### config.mk
export PLATFORM = sky130hd
export DESIGN_NAME = udp_tx_noc_out
export DESIGN_NICKNAME = d
export VERILOG_FILES = /design/src/rtl/udp_tx_noc_out.sv
export SDC_FILE = /design/constraint.sdc
export NUM_CORES = 1
export LEC_CHECK = 0
export ABC_AREA = 1
export BUFFER_PORTS_ARGS = -buffer_cell sky130_fd_sc_hd__buf_2
export CAP_MARGIN = 20
export CORE_AREA = 2 2 469 471
export CTS_BUF_LIST = sky130_fd_sc_hd__clkbuf_4 sky130_fd_sc_hd__clkbuf_8
export DETAILED_ROUTE_END_ITERATION = 10
export DIE_AREA = 0 0 471 473
export PLACE_DENSITY = 0.3
export SYNTH_ARGS = -nofsm -noshare
export SYNTH_HDL_FRONTEND = slang
export SYNTH_SLANG_ARGS = --single-unit
export TNS_END_PERCENT = 50
### constraint.sdc
create_clock -name clk -period 1.8 [get_ports clk]
set_clock_uncertainty 0.15 [all_clocks]
set_input_delay 0.09 -clock clk [delete_from_list [all_inputs] [get_ports clk]]
set_output_delay 0.09 -clock clk [all_outputs]
set_load 0.02 [all_outputs]
### src/rtl/udp_tx_noc_out.sv
// UDP TX payload to noc0: header flit, IP TX metadata flit, then data flits.
// Optional UDP_TX_NOC_OUT_ZERO_PAD_EN zeroes pad bytes of the last data flit.
package udp_tx_noc_out_pkg;
  localparam int IP_ADDR_W = 32;
  localparam int TOT_LEN_W = 16;
  localparam int MSG_LENGTH_WIDTH = 22;
  localparam int MSG_TYPE_W = 8;
  localparam int XY_W = 8;
  localparam int CHIP_ID_W = 14;
  localparam int FBITS_W = 4;
  localparam int MAC_PADBYTES_W = 6;
  localparam int PKT_NUM_W = 16;
  localparam int TIMESTAMP_W = 64;

  localparam logic [MSG_TYPE_W-1:0] IP_TX_MSG_TYPE = 8'd3;

  typedef struct packed {
    logic [PKT_NUM_W-1:0]   packet_id;
    logic [TIMESTAMP_W-1:0] timestamp;
  } tracker_stats_struct;

  typedef struct packed {
    logic [CHIP_ID_W-1:0]        dst_chip_id;
    logic [XY_W-1:0]             dst_x;
    logic [XY_W-1:0]             dst_y;
    logic [FBITS_W-1:0]          dst_fbits;
    logic [MSG_LENGTH_WIDTH-1:0] msg_len;
    logic [MSG_TYPE_W-1:0]       msg_type;
    logic [CHIP_ID_W-1:0]        src_chip_id;
    logic [XY_W-1:0]             src_x;
    logic [XY_W-1:0]             src_y;
    logic [FBITS_W-1:0]          src_fbits;
  } noc_route_t;

  typedef struct packed {
    noc_route_t          route;
    tracker_stats_struct core;
  } beehive_noc_hdr_flit;

  typedef struct packed {
    logic [IP_ADDR_W-1:0] src_ip;
    logic [IP_ADDR_W-1:0] dst_ip;
    logic [TOT_LEN_W-1:0] data_payload_len;
  } ip_tx_metadata_flit;

  localparam int HDR_FLIT_W = $bits(beehive_noc_hdr_flit);
  localparam int META_FLIT_W = $bits(ip_tx_metadata_flit);
endpackage

module udp_tx_noc_out
  import udp_tx_noc_out_pkg::*;
#(
  parameter int DATA_W = 512,
  parameter int SRC_X = 0,
  parameter int SRC_Y = 0,
  parameter int DST_X = 1,
  parameter int DST_Y = 0
) (
  input  logic                      clk,
  input  logic                      rst,
  input  logic                      src_udp_tx_meta_val,
  input  logic [IP_ADDR_W-1:0]      src_udp_tx_src_ip,
  input  logic [IP_ADDR_W-1:0]      src_udp_tx_dst_ip,
  input  logic [TOT_LEN_W-1:0]      src_udp_tx_udp_len,
  input  tracker_stats_struct       src_udp_tx_timestamp,
  output logic                      udp_tx_src_meta_rdy,
  input  logic                      src_udp_tx_data_val,
  input  logic [DATA_W-1:0]         src_udp_tx_data,
  input  logic                      src_udp_tx_last,
  input  logic [MAC_PADBYTES_W-1:0] src_udp_tx_padbytes,
  output logic                      udp_tx_src_data_rdy,
  output logic                      udp_tx_out_noc0_vrtoc_val,
  output logic [DATA_W-1:0]         udp_tx_out_noc0_vrtoc_data,
  input  logic                      noc0_vrtoc_udp_tx_out_rdy,
  output logic                      udp_tx_out_len_err
);
  localparam int DATA_BYTES = DATA_W / 8;
  localparam int BYTE_SHIFT = $clog2(DATA_BYTES);
  localparam int ML = MSG_LENGTH_WIDTH;

  typedef enum logic [1:0] {
    IDLE,
    HDR,
    META,
    DATA
  } state_e;

  state_e state;
  state_e state_next;

  logic [IP_ADDR_W-1:0] src_ip_r;
  logic [IP_ADDR_W-1:0] dst_ip_r;
  logic [TOT_LEN_W-1:0] udp_len_r;
  tracker_stats_struct  ts_r;
  logic [ML-1:0]        data_flits_r;
  logic [ML-1:0]        flits_rem;
  logic                 len_err_r;

  logic [ML-1:0]     len_ext;
  logic [ML-1:0]     data_flits_calc;
  logic              meta_hs;
  logic              noc_hs;
  logic              last_flit;
  logic [DATA_W-1:0] hdr_flit;
  logic [DATA_W-1:0] meta_flit;
  logic [DATA_W-1:0] data_out;

  beehive_noc_hdr_flit hdr;
  ip_tx_metadata_flit  meta;

  assign len_ext = ML'(src_udp_tx_udp_len);
  assign data_flits_calc =
    (len_ext + ML'(DATA_BYTES - 1)) >> BYTE_SHIFT;

  assign meta_hs = src_udp_tx_meta_val && udp_tx_src_meta_rdy;
  assign noc_hs = udp_tx_out_noc0_vrtoc_val
               && noc0_vrtoc_udp_tx_out_rdy;
  assign last_flit = flits_rem == ML'(1);
  assign udp_tx_out_len_err = len_err_r;

  always_comb begin
    hdr = '0;
    hdr.route.dst_x = XY_W'(DST_X);
    hdr.route.dst_y = XY_W'(DST_Y);
    hdr.route.src_x = XY_W'(SRC_X);
    hdr.route.src_y = XY_W'(SRC_Y);
    hdr.route.msg_len = data_flits_r + ML'(1);
    hdr.route.msg_type = IP_TX_MSG_TYPE;
    hdr.core = ts_r;
    hdr_flit = '0;
    hdr_flit[DATA_W-1 -: HDR_FLIT_W] = hdr;
  end

  always_comb begin
    meta.src_ip = src_ip_r;
    meta.dst_ip = dst_ip_r;
    meta.data_payload_len = udp_len_r;
    meta_flit = '0;
    meta_flit[DATA_W-1 -: META_FLIT_W] = meta;
  end

`ifdef UDP_TX_NOC_OUT_ZERO_PAD_EN
  logic [DATA_W-1:0] pad_mask;
  assign pad_mask =
    {DATA_W{1'b1}} << {src_udp_tx_padbytes, 3'b000};
  assign data_out = last_flit
    ? (src_udp_tx_data & pad_mask)
    : src_udp_tx_data;
`else
  logic unused_pad;
  assign unused_pad = ^src_udp_tx_padbytes;
  assign data_out = src_udp_tx_data;
`endif

  always_comb begin
    state_next = state;
    udp_tx_src_meta_rdy = 1'b0;
    udp_tx_src_data_rdy = 1'b0;
    udp_tx_out_noc0_vrtoc_val = 1'b0;
    udp_tx_out_noc0_vrtoc_data = '0;
    unique case (state)
      IDLE: begin
        udp_tx_src_meta_rdy = 1'b1;
        if (src_udp_tx_meta_val) state_next = HDR;
      end
      HDR: begin
        udp_tx_out_noc0_vrtoc_val = 1'b1;
        udp_tx_out_noc0_vrtoc_data = hdr_flit;
        if (noc0_vrtoc_udp_tx_out_rdy) state_next = META;
      end
      META: begin
        udp_tx_out_noc0_vrtoc_val = 1'b1;
        udp_tx_out_noc0_vrtoc_data = meta_flit;
        if (noc0_vrtoc_udp_tx_out_rdy) begin
          state_next = (data_flits_r == '0) ? IDLE : DATA;
        end
      end
      DATA: begin
        udp_tx_out_noc0_vrtoc_val = src_udp_tx_data_val;
        udp_tx_out_noc0_vrtoc_data = data_out;
        udp_tx_src_data_rdy = noc0_vrtoc_udp_tx_out_rdy;
        if (src_udp_tx_data_val && noc0_vrtoc_udp_tx_out_rdy
            && last_flit) begin
          state_next = IDLE;
        end
      end
      default: state_next = IDLE;
    endcase
    // Handshakes stay quiet while reset is held.
    if (rst) begin
      udp_tx_src_meta_rdy = 1'b0;
      udp_tx_src_data_rdy = 1'b0;
      udp_tx_out_noc0_vrtoc_val = 1'b0;
    end
  end

  always_ff @(posedge clk) begin
    if (rst) begin
      state <= IDLE;
      src_ip_r <= '0;
      dst_ip_r <= '0;
      udp_len_r <= '0;
      ts_r <= '0;
      data_flits_r <= '0;
      flits_rem <= '0;
      len_err_r <= 1'b0;
    end else begin
      state <= state_next;
      if (meta_hs) begin
        src_ip_r <= src_udp_tx_src_ip;
        dst_ip_r <= src_udp_tx_dst_ip;
        udp_len_r <= src_udp_tx_udp_len;
        ts_r <= src_udp_tx_timestamp;
        data_flits_r <= data_flits_calc;
      end
      if (state == META && noc_hs) begin
        flits_rem <= data_flits_r;
      end else if (state == DATA && noc_hs) begin
        flits_rem <= flits_rem - ML'(1);
      end
      // Framing follows the count; src_last only feeds the error flag.
      if (state == DATA && noc_hs
          && (src_udp_tx_last != last_flit)) begin
        len_err_r <= 1'b1;
      end
    end
  end
endmodule

==> flow_summary_export.csv <==
group,metric,value,unit
pwr,power,22.7,mW
timing,period_share,147,%
critical_path,slowest_delay,400,ps
floorplanning,start_util,6.04,%
run_status,violations,"negative setup slack",
timing,post-route-min-period,2650,ps
route,drt_wl_total,168000,um
yosys,ys_seq_area_share,29.8,%
cells_and_area,drive_gt1_share,42.5,%
timing,setup_viol,699,
placed_design,dp_hpwl,146000,um
route,remaining_drc_errors,0,
critical_path,start_kind,"flip-flop",
cells_and_area,finalNonFillerCells,6994,
floorplanning,die_y,473,um
clock_network,htree_levels,4,
cells_and_area,syn_to_final_growth,137,%
route,drtAntennaViolNets,0,
yosys,synth_most_common_cell,"nand2_1",
global_route,grtUsageMet1,14.2,%
cells_and_area,regArea,0.00393,mm2
placed_design,io_buffers,1193,
route,first_pass_iters,5,
global_route,grt-ovfl-total,0,
yosys,synthesis.nets,3113,
critical_path,rrSetupSlack,-270,ps
yosys,ys_types,36,
yosys,ys.flop_type,"dfxtp_1",
worst_hold_path,holdPathStages,4,
global_route,antenna_found_initial,147,
timing,hold_viol,0,
yosys,synth_area,0.0132,mm2
worst_hold_path,hold_start,"src_udp_tx_dst_ip[5]",
clock_network,cts_tree,"yes",
cells_and_area,multiInputGateArea,0.00805,mm2
cells_and_area,final_area,0.0312,mm2
critical_path,reg2regPathDepth,15,
route,routedWlPerCell,24.0,um
critical_path,required,1560,ps
yosys,synth.top_cell.area_share,30.3,%
critical_path,reg2reg_from,"state[1]",
floorplanning,dieArea,0.223,mm2
global_route,grt_first_pass_wirelength,210000,um
yosys,synthTopCellsByArea,"nand2_1, dfxtp_1, inv_1",
pwr,p_per_area,728,mW/mm2
yosys,synth-edff-count,0,
timing,rsz0062_at_grt,"true",
floorplanning,ios,1200,
worst_hold_path,holdPathEnd,"dst_ip_r[5]",
global_route,grt_usage,14.3,%
critical_path,cp.arrival,2410,ps
cells_and_area,final_util,14.3,%
route,num_vias,22400,
critical_path,crit_cells,8,
global_route,grtUsageMet3,5.93,%
pwr,ir_drop,0.675,mV
critical_path,cp.buffers_inverters,6,
timing,relSlewSlack,58.6,%
clock_network,path_clk_slew,140,ps
cells_and_area,fin_nets,4714,
clock_network,clk_path_buf_depth,2,
timing,drv_slew,0,
pwr,leakage,16.9,nW
timing,worst_slack,-852,ps
global_route,grt_pass1_vias,22000,
floorplanning,fp.dieW,471,um
global_route,busiest_layer,"met2",
placed_design,dp.cells,6520,
timing,tightest_slew,622,ps
floorplanning,row_count,172,
critical_path,crit_chain,"buf_6 -> ha_4 -> buf_12 -> buf_16 -> buf_4 -> nand2_1 -> inv_1 -> buf_2",
critical_path,slowest_stage,"dfxtp_4",
job,maxCapViolations,0,
cells_and_area,fillers,25600,
yosys,syn_avg_cell_area,5.44,um2
timing,fmax,0.377,GHz
timing,fin_tns_setup,-380080,ps
global_route,met2_usage,26.2,%
critical_path,worstSetupPathType,"flip-flop to output pin",
placed_design,dp_slack,-347,ps
global_route,grt_max_degree,86,
placed_design,dpl-instance-area,0.0252,mm2
floorplanning,coreArea,0.218,mm2
clock_network,clkSinkCount,196,
yosys,synth_common_cells,"nand2_1, inv_1, dfxtp_1",
route,drtIter0Drc,946,
yosys,async_reset_ff_share,0,%
worst_hold_path,holdCritPathClass,"input port to flip-flop",
critical_path,critPathCaptureType,"output pin",
yosys,synthesis.instances,2420,
route,viasPerCell,3.20,
critical_path,rr_endpoint,"flits_rem[5]",
critical_path,crit_fanout,20,
clock_network,clk_latency,680,ps
yosys,synth-seq-cells,196,
yosys,ys_warn_count,0,
yosys,synth.largest_area_cell,"nand2_1",
run_status,outcome,"finished, violations left",
timing,whs,143,ps
placed_design,place.gp.congestion,0.887,
clock_network,cts_buffers,17,
clock_network,root_buffer,"clkbuf_8",
critical_path,cp_top_family,"buffers and inverters",
==> cell usage in the layout (no fill, tap or decap), types with 22 or more instances in the layout <==
master and count:
nand2_2 42, inv_1 413, nand2_1 994, nor2_1 66, buf_6 93, diode_2 89
buf_2 1021, dfxtp_1 192, o21ai_0 44, dlygate4sd3_1 302, nand2_4 28, a21oi_2 104
buf_12 89, buf_4 187, a21oi_1 51, nand3_1 192, a21oi_4 22
==> cells by family (layout without fill, tap and decap cells) <==
family | after synthesis | after routing | share of synthesized area (%)
buffers and inverters | 592 | 2206 | 17.3
other | 0 | 89 | 0
AO/OA/AOI/OAI | 252 | 252 | 10.0
XOR/XNOR | 5 | 5 | 0.332
AND/OR/NAND/NOR | 1366 | 1366 | 41.7
flip-flops | 196 | 196 | 29.8
adder cells (fa/ha/maj) | 9 | 9 | 0.855
==> registers in the layout, summed over array words and instances, names as in the netlist <==
signal and cells:
data_flits_r 11, dst_ip_r 32, flits_rem 22, hdr 80
src_ip_r 32, state 2, udp_len_r 16, udp_tx_out_len_err 1
==> tightest hold or removal path: cells and delay by family <==
kind | cells | cell delay (ps)
AND/OR/NAND/NOR | 2 | 90
buffers and inverters | 2 | 750
==> power by group <==
| group | internal (mW) | switching (mW) | leakage [nW] | total (mW) |
|---|---|---|---|---|
| combinational | 5.51 | 7.94 | 15.1 | 13.5 |
| sequential | 5.12 | 0.539 | 1.61 | 5.66 |
| clock | 1.36 | 2.24 | 0.217 | 3.59 |
==> per-layer routing <==
metal,wire (um),up-vias
li1,-,10500
met1,58800,10400
met2,85400,1111
met3,16000,295
met4,7580,48
met5,264,-
==> cell type report <==
class	instances	share of cell area, %
repair buffers	1735	42.6
multi-input cells	1632	25.8
flip-flops and latches	196	12.6
well taps	2871	11.5
inverters	439	5.37
clock buffers	20	0.842
diodes	89	0.714
clock inverters	12	0.514
==> worst max-delay path by stage <==
stage	from	endpoint	slack [ps]
6_report	state[1]	udp_tx_out_noc0_vrtoc_data[215]	-850
5_1_grt	state[1]	udp_tx_out_noc0_vrtoc_data[385]	-1000
4_1_cts	state[1]	udp_tx_out_noc0_vrtoc_data[385]	-1060
3_5_place_dp	state[1]	udp_tx_out_noc0_vrtoc_data[376]	-350
3_3_place_gp	state[1]	udp_tx_out_noc0_vrtoc_data[408]	-350
2_1_floorplan	state[1]	udp_tx_out_noc0_vrtoc_data[372]	-80
==> what timing repair did <==
item                                    in CTS  in global routing
cloned                                       8                  7
hold endpoints to repair                   196                  0
hold buffers                               302                  0
gates resized for setup                    236                230
pin swaps                                   21                 39
setup buffers                               26                 12
endpoints found under the setup margin     698                711
No activity file was read; power rests on OpenSTA's default activity.
